[src/rtl/key_matrix_scan_ctrl.sv]
// 4x4 active-low keypad scanner: row drive, column sync, whole-scan debounce, press/repeat/release events.
// Latency: key_vld/key_rel assert 2 sclk after the row-3 sample of the confirming scan.
// Backpressure: none; events are single-cycle pulses that the consumer must take when they appear.
module key_matrix_scan_ctrl #(
  parameter int SCAN_DIV  = 49999,
  parameter int DEB_SCANS = 5,
  parameter int REP_DLY   = 125,
  parameter int REP_PER   = 25
) (
  input  logic       sclk,
  input  logic       s_rst_n,
  input  logic [3:0] col_in,
  input  logic       rep_en,
  output logic [3:0] row_out,
  output logic [3:0] key_code,
  output logic       key_vld,
  output logic       key_rel,
  output logic       key_down
);

  localparam logic [15:0] DIV_W = 16'(SCAN_DIV);
  localparam logic [3:0]  DEB_W = 4'(DEB_SCANS);
  localparam logic [9:0]  DLY_W = 10'(REP_DLY);
  localparam logic [9:0]  PER_W = 10'(REP_PER);

  // Scan result classes; code is forced to 0 for NONE/MULTI so equality compares cleanly.
  localparam logic [1:0] K_NONE   = 2'd0;
  localparam logic [1:0] K_SINGLE = 2'd1;
  localparam logic [1:0] K_MULTI  = 2'd2;

  typedef enum logic [1:0] {S_IDLE, S_PRESSED, S_REPEAT} state_e;

  logic [3:0]  col_s1_q, col_s2_q;
  logic [15:0] dwell_q, dwell_d;
  logic [1:0]  row_q;
  logic [15:0] snap_q;
  logic        scan_done_q;
  logic        sample_en;

  logic [4:0]  n_set;
  logic [3:0]  bit_code;
  logic [1:0]  cls_kind;
  logic [3:0]  cls_code;

  logic [1:0]  prev_kind_q;
  logic [3:0]  prev_code_q;
  logic [3:0]  stab_q;
  logic        bnd_q, conf_q;

  state_e      state_q, state_d;
  logic [9:0]  rep_cnt_q, rep_cnt_d, rep_inc;
  logic [3:0]  key_code_q, key_code_d;
  logic        key_vld_q, key_vld_d;
  logic        key_rel_q, key_rel_d;
  logic        key_down_q, key_down_d;

  logic        press_ev, rel_ev, same_key, dly_hit, per_hit;

  // Two-flop synchroniser for the asynchronous column pins; idle level is all-high.
  always_ff @(posedge sclk) begin
    if (!s_rst_n) begin
      col_s1_q <= 4'hF;
      col_s2_q <= 4'hF;
    end else begin
      col_s1_q <= col_in;
      col_s2_q <= col_s1_q;
    end
  end

  assign sample_en = (dwell_q == DIV_W);
  assign dwell_d   = sample_en ? 16'd0 : dwell_q + 16'd1;

  // Dwell timer, row pointer and snapshot capture at the last cycle of each dwell.
  always_ff @(posedge sclk) begin
    if (!s_rst_n) begin
      dwell_q     <= 16'd0;
      row_q       <= 2'd0;
      snap_q      <= 16'd0;
      scan_done_q <= 1'b0;
    end else begin
      dwell_q     <= dwell_d;
      scan_done_q <= sample_en && (row_q == 2'd3);
      if (sample_en) begin
        row_q                       <= row_q + 2'd1;
        snap_q[{row_q, 2'b00} +: 4] <= ~col_s2_q;
      end
    end
  end

  assign row_out = ~(4'b0001 << row_q);

  // Classify the completed snapshot into NONE / SINGLE(code) / MULTI.
  always_comb begin
    n_set    = 5'd0;
    bit_code = 4'd0;
    for (int i = 0; i < 16; i++) begin
      if (snap_q[i]) begin
        n_set    = n_set + 5'd1;
        bit_code = 4'(i);
      end
    end
    cls_kind = K_MULTI;
    cls_code = 4'd0;
    if (n_set == 5'd0) begin
      cls_kind = K_NONE;
    end else if (n_set == 5'd1) begin
      cls_kind = K_SINGLE;
      cls_code = bit_code;
    end
  end

  // Debounce: count identical consecutive scans; confirm exactly once when the run reaches DEB_SCANS.
  always_ff @(posedge sclk) begin
    if (!s_rst_n) begin
      prev_kind_q <= K_NONE;
      prev_code_q <= 4'd0;
      stab_q      <= 4'd0;
      bnd_q       <= 1'b0;
      conf_q      <= 1'b0;
    end else begin
      bnd_q  <= scan_done_q;
      conf_q <= 1'b0;
      if (scan_done_q) begin
        if (cls_kind == prev_kind_q && cls_code == prev_code_q) begin
          if (stab_q < DEB_W) begin
            stab_q <= stab_q + 4'd1;
            conf_q <= ((stab_q + 4'd1) == DEB_W);
          end
        end else begin
          prev_kind_q <= cls_kind;
          prev_code_q <= cls_code;
          stab_q      <= 4'd1;
          conf_q      <= (DEB_W == 4'd1);
        end
      end
    end
  end

  // prev_* always holds the result of the scan just classified once bnd_q is high.
  assign press_ev = bnd_q && conf_q && (prev_kind_q == K_SINGLE);
  assign rel_ev   = bnd_q && conf_q && (prev_kind_q == K_NONE);
  assign same_key = bnd_q && (prev_kind_q == K_SINGLE) && (prev_code_q == key_code_q);
  assign rep_inc  = (rep_cnt_q == 10'h3FF) ? rep_cnt_q : rep_cnt_q + 10'd1;
  assign dly_hit  = rep_en && (rep_inc >= DLY_W);
  assign per_hit  = rep_inc >= PER_W;

  // State and event/output registers.
  always_ff @(posedge sclk) begin
    if (!s_rst_n) begin
      state_q    <= S_IDLE;
      rep_cnt_q  <= 10'd0;
      key_code_q <= 4'd0;
      key_vld_q  <= 1'b0;
      key_rel_q  <= 1'b0;
      key_down_q <= 1'b0;
    end else begin
      state_q    <= state_d;
      rep_cnt_q  <= rep_cnt_d;
      key_code_q <= key_code_d;
      key_vld_q  <= key_vld_d;
      key_rel_q  <= key_rel_d;
      key_down_q <= key_down_d;
    end
  end

  // Next state: a press needs IDLE; only a confirmed NONE leaves PRESSED/REPEAT.
  always_comb begin
    state_d = state_q;
    case (state_q)
      S_IDLE:    if (press_ev) state_d = S_PRESSED;
      S_PRESSED: begin
        if (rel_ev)                   state_d = S_IDLE;
        else if (same_key && dly_hit) state_d = S_REPEAT;
      end
      S_REPEAT:  if (rel_ev) state_d = S_IDLE;
      default:   state_d = S_IDLE;
    endcase
  end

  // Event generation and repeat counting; release wins over repeat in the same boundary.
  always_comb begin
    key_vld_d  = 1'b0;
    key_rel_d  = 1'b0;
    key_down_d = key_down_q;
    key_code_d = key_code_q;
    rep_cnt_d  = rep_cnt_q;
    case (state_q)
      S_IDLE: begin
        if (press_ev) begin
          key_vld_d  = 1'b1;
          key_down_d = 1'b1;
          key_code_d = prev_code_q;
          rep_cnt_d  = 10'd0;
        end
      end
      S_PRESSED: begin
        if (rel_ev) begin
          key_rel_d  = 1'b1;
          key_down_d = 1'b0;
        end else if (same_key) begin
          if (dly_hit) begin
            key_vld_d = 1'b1;
            rep_cnt_d = 10'd0;
          end else begin
            rep_cnt_d = rep_inc;
          end
        end
      end
      S_REPEAT: begin
        if (rel_ev) begin
          key_rel_d  = 1'b1;
          key_down_d = 1'b0;
        end else if (same_key && rep_en) begin
          if (per_hit) begin
            key_vld_d = 1'b1;
            rep_cnt_d = 10'd0;
          end else begin
            rep_cnt_d = rep_inc;
          end
        end
      end
      default: key_down_d = 1'b0;
    endcase
  end

  assign key_code = key_code_q;
  assign key_vld  = key_vld_q;
  assign key_rel  = key_rel_q;
  assign key_down = key_down_q;

endmodule

[config.mk]
export PLATFORM = sky130hd
export DESIGN_NAME = key_matrix_scan_ctrl
export DESIGN_NICKNAME = d
export VERILOG_FILES = /design/src/rtl/key_matrix_scan_ctrl.sv
export SDC_FILE = /design/constraint.sdc
export NUM_CORES = 1
export LEC_CHECK = 0
export CORE_MARGIN = 3
export CORE_UTILIZATION = 35
export CTS_CLUSTER_SIZE = 28
export DETAILED_ROUTE_END_ITERATION = 8
export PLACE_DENSITY = 0.6
export SETUP_SLACK_MARGIN = 0.4
export SYNTH_ARGS = -nofsm -noshare
export SYNTH_HDL_FRONTEND = slang
export SYNTH_SLANG_ARGS = --single-unit
[constraint.sdc]
create_clock -name sclk -period 14 [get_ports sclk]
set_input_delay 1.4 -clock sclk [delete_from_list [all_inputs] [get_ports sclk]]
set_output_delay 1.4 -clock sclk [all_outputs]
set_load 0.05 [all_outputs]
# [Word-level counts from Yosys, hierarchy flattened]
# Cells that the tools add are included.
# Widths: inputs -> output; s select.
[totals] ff_bits=74 inputBits=7
[op_classes] n_addsub=20 n_lt_le_gt_ge=3 n_eq_ne=20 n_shift=3 muxes=64 n_bitwise=4 n_reduce_logical=24
[ops] cell="$mux 10" count=8
[ops] cell="$add 5x1->5 const B" count=15
[ops] cell="$mux 5" count=15
[ops] cell="$mux 4" count=18
[ops] cell="$pmux 10 s3" count=1
[ops] cell="$add 16x1->16 const B" count=1
[ops] cell="$bwmux 16" count=1
[ops] cell="$eq 16x16->1 const B" count=1
[ops] cell="$shift 4x6->16 const A" count=1
[ops] cell="$shiftx 4x6->16" count=1
[ops] cell="$mux 1" count=12
[ops] cell="$mux 2" count=6
[ops] cell="$ne 2x2->1 const B" count=6
[ops] cell="$add 10x1->10 const B" count=1
[ops] cell="$eq 10x10->1 const B" count=1
[ops] cell="$ge 10x5->1 const B" count=1
[ops] cell="$ge 10x7->1 const B" count=1
[ops] cell="$logic_and 1x1->1" count=10
[ops] cell="$reduce_and 2->1" count=5
[ops] cell="$eq 4x4->1" count=2
[ops] cell="$not 4->4" count=2
[ops] cell="$neg 4->6" count=1
[ops] cell="$pmux 2 s3" count=1
[ops] cell="$reduce_and 6->1" count=1
[ops] cell="other kinds (20)" count=26

# [Longest topological paths before layout]
[depth] ltp_word=38 depth_mapped=49 mapped_depth_nobuf=49

# [Least setup slack after synthesis]
# Ideal clock, no wire load.
[synth_path] kind="flip-flop to flip-flop" start="register snap_q[0]" end="register conf_q" setup_time_ns=0.078 arrival_time_ns=9.331 t_required_ns=13.922 path_slack_ns=4.591 stages_incl_launch_ff=49 n_path_buf=0 path_cell_list="dfxtp_1 ha_1 nor2b_1 or2_2 ha_1 nand2b_1 o31ai_2 inv_1 ha_1 nand2_1 o21ai_0 ha_1 nand2_1 o21a_1 o31ai_1 ha_1 o21a_1 ha_1 [13 not listed] inv_1 ha_1 nand2_1 o21ai_0 ha_1 nand2_1 o221ai_1 ha_1 mux2_2 ha_1 o21ai_0 o31ai_1 nor4b_1 a311o_1 nand3_1 mux2i_1 nand3_1 nor3_1"
[synth_between] elab_chain_len=37 elab_cells_between_ends=41
[synth_lines] element="from (decl)" line="36" source="logic [15:0] snap_q;"
[synth_lines] element="from (signal, indexed assignment)" line="85" source="snap_q[{row_q, 2'b00} +: 4] <= ~col_s2_q;"
[synth_lines] element="$mux 1 (*)" line="97" source="if (snap_q[i]) begin"
[synth_lines] element="$add 5x1->5" line="98" source="n_set = n_set + 5'd1;"
[synth_lines] element="$mux 5 (*)" line="97"
[synth_lines] element="$add 5x1->5" line="98"
[synth_lines] element="$mux 5 (*)" line="97"
[synth_lines] element="$add 5x1->5" line="98"
[synth_lines] element="$mux 5 (*)" line="97"
[synth_lines] element="$add 5x1->5" line="98"
[synth_lines] element="[21 not listed]"
[synth_lines] element="$add 5x1->5" line="98"
[synth_lines] element="$mux 5 (*)" line="97"
[synth_lines] element="$eq 5x1->1" line="106" source="end else if (n_set == 5'd1) begin"
[synth_lines] element="$mux 4 / $mux 2 (equally long branches)" line="106"
[synth_lines] element="$mux 4 / $mux 2 (equally long branches)" line="104" source="if (n_set == 5'd0) begin"
[synth_lines] element="$eq 4x4->1 / $eq 2x2->1 (equally long branches)" line="124" source="if (cls_kind == prev_kind_q && cls_code == prev_code_q) begin"
[synth_lines] element="$logic_and 1x1->1 (*)" line="124"
[synth_lines] element="$reduce_and 4->1 (no line) (*)"
[synth_lines] element="to (signal assigned)" line="127" source="conf_q <= ((stab_q + 4'd1) == DEB_W);"
[synth_lines] element="to (signal assigned)" line="133" source="conf_q <= (DEB_W == 4'd1);"
[synth_lines] element="to (decl)" line="48" source="logic bnd_q, conf_q;"
# Every way passes the cells marked *; elsewhere a longest branch is shown, timed or not.
# A chain may end at the register's enable or synchronous reset.

# [Worst setup path in the final report]
# Same ends and word-level chain as after synthesis.

==> impl_metrics.tcl <==
set metrics [dict create \
    fin_setup_tns_ns 0 \
    slowest_delay_ns 0.42 \
    cap_viol_max_count 0 \
    cp.arrival_ns 10.62 \
    path_delay_family "adder cells" \
    critPathCaptureType "flop" \
    yosysSeqAreaShare_pct 26.70 \
    post-route-min-period_ns 10.37 \
    dpl.hpwl_um 8418 \
    setup_viol 0 \
    tightest_slew_ns 0.9198 \
    crit_buf_inv 3 \
    synth_most_common_cell "dfxtp_1" \
    clkSinkCount 74 \
    nets 735 \
    timing.final.crit_share_pct 74.10 \
    grt_pass1_vias 4301 \
    run_status "complete, no violations" \
    yosys.area.top_type "dfxtp_1" \
    wirelength_um 11310 \
    antennaDiodeCount 0 \
    finalHoldViolations 0 \
    post_cts_buffers 0 \
    gp_congestion 0.8094 \
    fin_skew_ns 0.004474 \
    worstSetupPathType "flop to flop" \
    cpMaxStageDelayCell "a221o_1" \
    ys_warn_count 0 \
    ys_types 71 \
    cp_common_cell "ha_1" \
    die_h_um 131.9 \
    clockBufferDepth 2 \
    synth-edff-count 0 \
    clock.fmax_mhz 96.40 \
    dpl_cell_area_um2 5876 \
    synth_common_cells "dfxtp_1 (74), nand2_1 (65), nor2_1 (53)" \
    grt_util_all_layers_pct 13.20 \
    slew_violations 0 \
    peakVddDrop_v 0.00006514 \
    grt_overflow 0 \
    ys_top_cells_by_area "dfxtp_1 (27%), ha_1 (6.3%), xnor2_1 (4.7%)" \
    core_area_um2 15370 \
    grt_pass1_wl_um 19840 \
    worst_setup_path_start_kind "flop" \
    rsz0062_at_grt "false" \
    synth.cell_area_um2 5548 \
    maxSlewHeadroom_pct 38.68 \
    crit_fanout 6 \
    die_area_um2 17400 \
    die_x_um 131.9 \
    synth_cells 698 \
    avgSynthCellArea_um2 7.948 \
    clock_latency_ns 0.33 \
    multi_input_area_um2 3819 \
    ctsHtreeMaxLevel 3 \
    ctsHoldBuffers 0 \
    p_per_area_nw_per_um2 75.52 \
    layout-drive-gt1-share_pct 5.390 \
    cts_root_buffer "clkbuf_16" \
    drtAntennaViolNets 0 \
    drtPass1Iterations 4 \
    via_per_inst 5.053 \
    drcViolationCount 0 \
    start_util_pct 36.09 \
    leakage_nw 2.370 \
    antenna_found_initial 0 \
    syn_nets 733 \
    numCtsBuffers 9 \
    synthArstFlopShare_pct 0 \
    cts_resized 0 \
    hold_ws_ns 0.4089 \
    grt_max_degree 62 \
    required_ns 14.25 \
    fillers 1590 \
    hold_path.class "flop to flop" \
    regArea_um2 1481 \
    yosysTopAreaCellShare_pct 26.70 \
    detail_route.iter0.violations 255 \
    cts_tree "done" \
    wire_per_inst_um 12.35 \
    ioPinCount 18 \
    rows 45 \
    via_count 4629 \
    final_cell_area_um2 6196 \
    final_util_pct 40.31 \
    synthFlopType "dfxtp_1" \
    ys_ff_latch 74 \
    power_uw 467.9 \
    clk_pin_slew_ns 0.06 \
    port_buffers 17 \
    areaGrowthSynthToFinish_pct 11.68 \
]
-- kinds of logic after synthesis --
group | Yosys count | share of synthesized area [%]
DFF | 74 | 26.70
xor gates and xnor gates | 67 | 13.10
and+or+nand+nor | 307 | 29.39
adders and majority gates | 28 | 6.315
buffers and inverters | 64 | 4.466
muxes | 21 | 3.811
AOI/OAI and AO/OA | 137 | 16.22
-- through the flow --
stage / cells / setup WS (ns)
after floorplan: 698 / 4.591
after global placement: 900 / 3.861
after detailed placement: 900 / 3.633
after CTS: 916 / 3.594
after global routing: 916 / 2.532
final: 916 / 3.627
-- worst reg2reg max path: cells and delay by family (launching register included) --
family / cells / cell delay [ns]
adder cells (fa/ha/maj): 14 / 4.15
AO/OA/AOI/OAI: 15 / 2.69
AND/OR/NAND/NOR: 14 / 2.27
multiplexers: 2 / 0.65
flip-flops: 1 / 0.32
buffers and inverters: 3 / 0.21
-- power by group --
| group | internal (mW) | switching, mW |
|---|---|---|
| Sequential | 0.213 | 0.00143 |
| Combinational | 0.00435 | 0.00459 |
| Clock | 0.160 | 0.0847 |
| Total | 0.377 | 0.0908 |
-- flip-flops by register name, indices dropped and copies added, names as in the netlist, 4 cells and up --
name	flops
stab_q	4
snap_q	16
col_s2_q	4
col_s1_q	4
prev_code_q	4
dwell_q	16
rep_cnt_q	10
key_code	4
-- routing by layer --
| metal | global-route usage [%] | part of all wire, % | up-vias |
|---|---|---|---|
| met5 | 0 | 0 | - |
| met4 | 3.851 | 1.3 | 0 |
| met3 | 2.061 | 2.8 | 9 |
| met2 | 21.47 | 45 | 56 |
| met1 | 18.11 | 51 | 2097 |
| li1 | - | - | 2467 |
-- placed cells by master (no fill, tap or decap), types with 25 or more instances in the layout --
master,instances
inv_1,37
ha_1,28
a21oi_1,45
nor2b_1,34
xor2_1,25
dfxtp_1,74
nand2_1,65
nor3_1,37
nand3_1,27
nor2_1,53
xnor2_1,30
-- final cells by class --
class | instances | share of cell area, %
Tap cell | 211 | 4.261
Inverter | 37 | 2.242
Sequential cell | 74 | 23.91
Clock inverter | 5 | 1.252
Clock buffer | 11 | 3.918
Timing Repair Buffer | 18 | 2.787
Multi-Input combinational cell | 560 | 61.63
-- path summary, 6_finish.rpt --
kind                            slack, ns                    from  cells past startpoint                     end
worst max-delay path                 3.63  snap_q[0]$_SDFFE_PN0P_                     48       conf_q$_SDFF_PN0_
worst min-delay path                 0.41  col_s1_q[2]$_SDFF_PN1_                      1  col_s2_q[2]$_SDFF_PN1_
worst max register to register       3.63  snap_q[0]$_SDFFE_PN0P_                     48       conf_q$_SDFF_PN0_
worst min register to register       0.41  col_s1_q[2]$_SDFF_PN1_                      1  col_s2_q[2]$_SDFF_PN1_
Power figures use the tool's default switching activity.
